--- src/rtl/rtc_div_pkg.sv ---
// Shared constants and helpers for the RTC multi-channel clock divider.
// Latency: n/a (package); backpressure: n/a.
package rtc_div_pkg;

    localparam int MAX_CH   = 8;
    localparam int CH_IDX_W = 3;

    function automatic longint unsigned half_from_hz(input longint unsigned sys_hz,
                                                     input longint unsigned hz);
        return sys_hz / (2 * hz);
    endfunction

endpackage

--- src/rtl/rtc_div_chan.sv ---
// One divider channel: counter, live and pending half-period, square wave and rise tick.
// Latency: outputs registered, 1 cycle; backpressure: pending blocks a new write until applied.
module rtc_div_chan
    import rtc_div_pkg::*;
#(
    parameter int               CNT_W    = 32,
    parameter logic [CNT_W-1:0] DEF_HALF = CNT_W'(1)
) (
    input  logic             sys_clk,
    input  logic             rst,
    input  logic             en,
    input  logic             sync_req,
    input  logic             cfg_wr,
    input  logic [CNT_W-1:0] cfg_half,
    output logic             pending,
    output logic             clk_out,
    output logic             tick
);

    logic [CNT_W-1:0] cnt;
    logic [CNT_W-1:0] half_q;
    logic [CNT_W-1:0] pend_val;
    logic             wrap;

    // half_q is never 0, so cnt always stays within [0, half_q-1]
    assign wrap = (cnt == half_q - CNT_W'(1));

    always_ff @(posedge sys_clk or posedge rst) begin
        if (rst) begin
            cnt      <= '0;
            half_q   <= DEF_HALF;
            pend_val <= '0;
            pending  <= 1'b0;
            clk_out  <= 1'b0;
            tick     <= 1'b0;
        end else begin
            tick <= 1'b0;
            if (sync_req) begin
                cnt     <= '0;
                clk_out <= 1'b0;
                if (pending) begin
                    half_q  <= pend_val;
                    pending <= 1'b0;
                end
            end else if (en) begin
                if (wrap) begin
                    cnt     <= '0;
                    clk_out <= ~clk_out;
                    tick    <= ~clk_out;
                    if (pending) begin
                        half_q  <= pend_val;
                        pending <= 1'b0;
                    end
                end else begin
                    cnt <= cnt + CNT_W'(1);
                end
            end else if (pending) begin
                // idle channel: take the new period now and restart the half-period
                half_q  <= pend_val;
                pending <= 1'b0;
                cnt     <= '0;
            end
            // a write is only accepted while nothing is pending, so this never races the clear above
            if (cfg_wr) begin
                pend_val <= (cfg_half == '0) ? CNT_W'(1) : cfg_half;
                pending  <= 1'b1;
            end
        end
    end

endmodule

--- src/rtl/rtc_multi_clk_div.sv ---
// N-channel RTC clock divider with valid/ready half-period reprogramming; RTC_DIV_PHASE_SYNC_EN adds sync_req.
// Latency: outputs registered, cfg_err 1 cycle after accept; backpressure: cfg_ready low while target channel has a pending write.
module rtc_multi_clk_div
    import rtc_div_pkg::*;
#(
    parameter int NUM_CH           = 2,
    parameter int CNT_W            = 32,
    parameter int SYS_CLK_HZ       = 1_000_000,
    parameter int KEYCHANGE_PERIOD = 5,
    parameter int CH0_HZ           = 500
) (
`ifdef RTC_DIV_PHASE_SYNC_EN
    input  logic                sync_req,
`endif
    input  logic                sys_clk,
    input  logic                rst,
    input  logic [NUM_CH-1:0]   en,
    input  logic                cfg_valid,
    output logic                cfg_ready,
    input  logic [CH_IDX_W-1:0] cfg_chan,
    input  logic [CNT_W-1:0]    cfg_half,
    output logic                cfg_err,
    output logic [NUM_CH-1:0]   clk_out,
    output logic [NUM_CH-1:0]   tick
);

    localparam longint unsigned H0_L  = half_from_hz(64'(SYS_CLK_HZ), 64'(CH0_HZ));
    localparam longint unsigned HK_L  = 64'(KEYCHANGE_PERIOD) * 64'(SYS_CLK_HZ) / 64'd2;
    localparam longint unsigned LIM_L = (64'd1 << CNT_W) - 64'd1;
    localparam logic [CNT_W-1:0] H0   = CNT_W'(H0_L);
    localparam logic [CNT_W-1:0] HK   = CNT_W'(HK_L);

    if (NUM_CH < 1 || NUM_CH > MAX_CH) begin : g_bad_num_ch
        $error("NUM_CH out of range");
    end
    if (H0_L == 0 || H0_L > LIM_L || (NUM_CH > 1 && (HK_L == 0 || HK_L > LIM_L))) begin : g_bad_half
        $error("default half-period does not fit CNT_W");
    end

    logic                sync_int;
    logic [NUM_CH-1:0]   pending;
    logic [MAX_CH-1:0]   pend_ext;
    logic                bad_chan;
    logic                accept;

`ifdef RTC_DIV_PHASE_SYNC_EN
    assign sync_int = sync_req;
`else
    assign sync_int = 1'b0;
`endif

    // widen to the full index range so out-of-range channels read as not pending
    always_comb begin
        pend_ext               = '0;
        pend_ext[NUM_CH-1:0]   = pending;
    end

    assign bad_chan  = ({1'b0, cfg_chan} >= 4'(NUM_CH));
    assign cfg_ready = bad_chan | ~pend_ext[cfg_chan];
    assign accept    = cfg_valid & cfg_ready;

    always_ff @(posedge sys_clk or posedge rst) begin
        if (rst) begin
            cfg_err <= 1'b0;
        end else begin
            cfg_err <= accept & bad_chan;
        end
    end

    for (genvar i = 0; i < NUM_CH; i++) begin : g_ch
        localparam logic [CH_IDX_W-1:0] IDX = CH_IDX_W'(i);
        logic chan_wr;

        assign chan_wr = accept & ~bad_chan & (cfg_chan == IDX);

        rtc_div_chan #(
            .CNT_W    (CNT_W),
            .DEF_HALF ((i == 0) ? H0 : HK)
        ) u_chan (
            .sys_clk  (sys_clk),
            .rst      (rst),
            .en       (en[i]),
            .sync_req (sync_int),
            .cfg_wr   (chan_wr),
            .cfg_half (cfg_half),
            .pending  (pending[i]),
            .clk_out  (clk_out[i]),
            .tick     (tick[i])
        );
    end

endmodule
--- config.mk ---
export PLATFORM = sky130hd
export DESIGN_NAME = rtc_multi_clk_div
export DESIGN_NICKNAME = d
export VERILOG_FILES = /design/src/rtl/rtc_div_pkg.sv /design/src/rtl/rtc_div_chan.sv /design/src/rtl/rtc_multi_clk_div.sv
export SDC_FILE = /design/constraint.sdc
export NUM_CORES = 1
export LEC_CHECK = 0
export CAP_MARGIN = 20
export CORE_MARGIN = 1.5
export CORE_UTILIZATION = 60
export CTS_CLUSTER_SIZE = 16
export DETAILED_ROUTE_END_ITERATION = 7
export PLACE_DENSITY = 0.82
export SLEW_MARGIN = 20
export SYNTH_ARGS = -nofsm -noshare
export SYNTH_HDL_FRONTEND = slang
export SYNTH_HIERARCHICAL = 1
export SYNTH_SLANG_ARGS = --single-unit
--- constraint.sdc ---
create_clock -name sys_clk -period 4.3 [get_ports sys_clk]
set_input_delay 0.645 -clock sys_clk [delete_from_list [all_inputs] [get_ports sys_clk]]
set_output_delay 0.645 -clock sys_clk [all_outputs]
set_load 0.1 [all_outputs]
==> flow_summary.json <==
{
  "layout_common_cells": "dfrtp_1 (185), nor2_1 (85), xor2_1 (73)",
  "cts_buffers": 17,
  "ios": 46,
  "synth_warnings": 6,
  "multi_input_area_sq_mm": 0.005876,
  "drive_gt1_share_pct": 19.72,
  "io_buffers": 45,
  "avgSynthCellArea_sq_um": 10.79,
  "rsz0062_at_grt": "no",
  "synth-xor-area-share_pct": 9.522,
  "max_slew_margin_pct": 35.55,
  "synthSimpleGateAreaFrac_pct": 18.31,
  "clock_latency_ns": 0.44,
  "cts.clk_slew.worst_paths_ns": 0.07,
  "path_max_fanout": 32,
  "layout_commonest_cell": "dfrtp_1",
  "ctsResizeCount": 0,
  "cts_tree": "built",
  "maxSlewViolCount": 0,
  "hpwl_microns": 18110,
  "max_freq_mhz": 247.1,
  "postSynth.asyncResetShare_pct": 100.0,
  "syn2layout_area_growth_pct": 10.86,
  "yosysTopAreaCell": "dfrtp_1",
  "synthCells": 1040,
  "core_sq_mm": 0.01815,
  "initial_core_util_pct": 61.84,
  "fin_nets": 1121,
  "utilization_pct": 68.55,
  "irDropWorstVdd_uv": 317.6,
  "total_leakage_power_nw": 5.188,
  "ant_nets": 0,
  "violations": "DRC",
  "synth.area.top_cells": "dfrtp_1 (41%), mux2_4 (8.0%), mux2_2 (6.7%), xor2_1 (5.7%), xnor2_1 (3.8%)",
  "die_w_microns": 139.8,
  "diodes": 0,
  "clock-sinks": 199,
  "synth_cell_types": 76,
  "drt_iter0_markers": 804,
  "grt_pass1_vias": 8117,
  "grt_max_degree": 53,
  "fin_crit_sh_pct": 94.10,
  "drc": 5,
  "synth_top_family_by_area": "simple AND/OR/NAND/NOR gates",
  "arrival_ns": 4.36,
  "dp_slack_ns": 0.3364,
  "powerDensity_mw_per_mm2": 525.8,
  "nFillCells": 1367,
  "vias": 8316,
  "layout_setup_ws_ns": 0.2536,
  "placed_area_sq_mm": 0.01185,
  "maxCapViolations": 0,
  "finalCriticalPeriod_ns": 4.046,
  "hold_viol_final": 0,
  "cts_max_level": 4,
  "start_kind": "register",
  "skew_ns": 0.01258,
  "synth_edf_count": 0,
  "synth.cell_area_sq_mm": 0.01122,
  "cts_setup_buffers": 0,
  "drt_wl_total_microns": 25600,
  "worst_pin_slew_ns": 0.9638,
  "track_usage_pct": 27.20,
  "wl_per_cell_microns": 19.40,
  "hold_path.class": "reg2reg",
  "synth_compound_area_share_pct": 8.529,
  "postCtsHoldBufs": 0,
  "avgViaCountPerCell": 6.305,
  "antenna_found_initial": 0,
  "finalSetupViolations": 0,
  "die_area_sq_mm": 0.01953,
  "die_h_microns": 139.8,
  "ys_seq_area_share_pct": 44.53,
  "synth_top_area_share_pct": 41.25,
  "clockBufferDepth": 2,
  "fin_setup_tns_ns": 0,
  "grt_pass1_wl_microns": 42480,
  "regArea_sq_mm": 0.004997,
  "fin_area_sq_mm": 0.01244,
  "crit_type": "reg2reg",
  "yosys.area_share.adder_pct": 0.4460,
  "firstDrtPassIters": 7,
  "worstPathRequired_ns": 4.62,
  "status": "finished, violations left",
  "ys.flop_type": "dfrtp_1",
  "core.rowCount": 49,
  "grt.overflow.total": 0,
  "cp-end-kind": "register",
  "place.gp.congestion": 0.9908,
  "cts-root-buf": "clkbuf_16",
  "synth_mux_area_share_pct": 15.22,
  "synth_seq_cells": 199
}
==> kinds of logic after synthesis <==
logic type	Yosys count
multiplexers	132
flip-flops	199
AND/OR/NAND/NOR	367
AO/OA/AOI/OAI	138
buffers and inverters	77
adder cells (fa/ha/maj)	4
other	1
XOR/XNOR	122
==> power by group <==
part / total, mW / switching, mW / internal [mW] / leakage (nW)
Sequential: 2.89 / 0.560 / 2.33 / 2.52
Clock: 1.62 / 0.704 / 0.911 / 0.294
Combinational: 2.04 / 0.977 / 1.06 / 2.38
Total: 6.54 / 2.24 / 4.30 / 5.19
==> cell type report <==
cell class / instances / area share (%)
clock inverter: 9 / 0.9353
tap: 229 / 2.303
timing repair buffer: 63 / 4.787
inverter: 23 / 0.7342
clock buffer: 23 / 3.842
sequential: 199 / 40.17
multi-input combinational: 773 / 47.23
==> cells in the mapped netlist, types with 4 or more instances <==
cell and n:
a2111oi_0 4, a21o_1 5, a21oi_1 37, a31o_2 4, a31oi_1 14, and3_1 13
and4_1 9, buf_2 6, buf_6 4, clkbuf_1 36, dfrtp_1 185, dfstp_2 14
ha_1 4, inv_1 23, mux2_2 67, mux2_4 60, nand2_1 36, nand2b_1 13
nand3_1 37, nand3b_1 7, nand4_1 29, nor2_1 85, nor2b_1 6, nor3_1 26
nor3b_1 5, nor4_1 42, nor4_2 4, o211ai_1 5, o21ai_0 16, o22ai_1 9
o31a_1 4, o31ai_1 5, or2_2 5, or3_1 14, or4_1 15, xnor2_1 49
xor2_1 73
==> through the flow <==
| step | hold WS [ns] | power [mW] | instances |
|---|---|---|---|
| floorplan | 0.3737 | 4.344 | 1049 |
| global route | 0.5114 | 6.880 | 1319 |
| global placement | 0.4534 | 4.809 | 1287 |
| CTS | 0.4826 | 6.530 | 1319 |
| detailed placement | 0.4728 | 4.874 | 1287 |
| finish | 0.4849 | 6.541 | 1319 |
==> sequential cells by signal (all words and copies together), names as in the netlist <==
name / flops
g_ch.u_chan/half_q: 64
cfg_err: 1
g_ch.u_chan/cnt: 64
g_ch.u_chan/pend_val: 64
g_ch.u_chan/tick: 2
g_ch.u_chan/clk_out: 2
g_ch.u_chan/pending: 2
==> layer usage <==
layer  vias to the layer above  share of wire (%)  track usage, %
met3                        22                6.1           5.024
li1                       3874                  -               -
met5                         -                  0               0
met4                         0               0.91           5.319
met1                      4118                 46           39.01
met2                       302                 47           43.65
==> final timing paths <==
kind,startpoint,slack [ns],cells after the start,end
min reg2reg,g_ch[0].u_chan/clk_out$_DFFE_PP0P_,0.48,1,g_ch[0].u_chan/tick$_DFF_PP0_
min in group asynchronous,rst,0.50,2,cfg_err$_DFF_PP0_
max reg2reg,g_ch[1].u_chan/half_q[3]$_DFFE_PP0P_,0.25,9,g_ch[1].u_chan/half_q[31]$_DFFE_PP0P_
max in group asynchronous,rst,2.74,3,g_ch[0].u_chan/cnt[30]$_DFFE_PP0P_
max,g_ch[1].u_chan/half_q[3]$_DFFE_PP0P_,0.25,9,g_ch[1].u_chan/half_q[31]$_DFFE_PP0P_
min,g_ch[0].u_chan/clk_out$_DFFE_PP0P_,0.48,1,g_ch[0].u_chan/tick$_DFF_PP0_
==> critical path: stages, from the launching register on <==
cell      delay [ns]
dfrtp_1         0.48
or4_1           0.59
or4_1           0.68
or3_1           0.42
a221oi_1        0.36
nand4_1         0.23
o31ai_4         0.38
nand2_2         0.08
buf_4           0.30
mux2_4          0.37
Note: power is estimated with default switching activity, not from simulation.
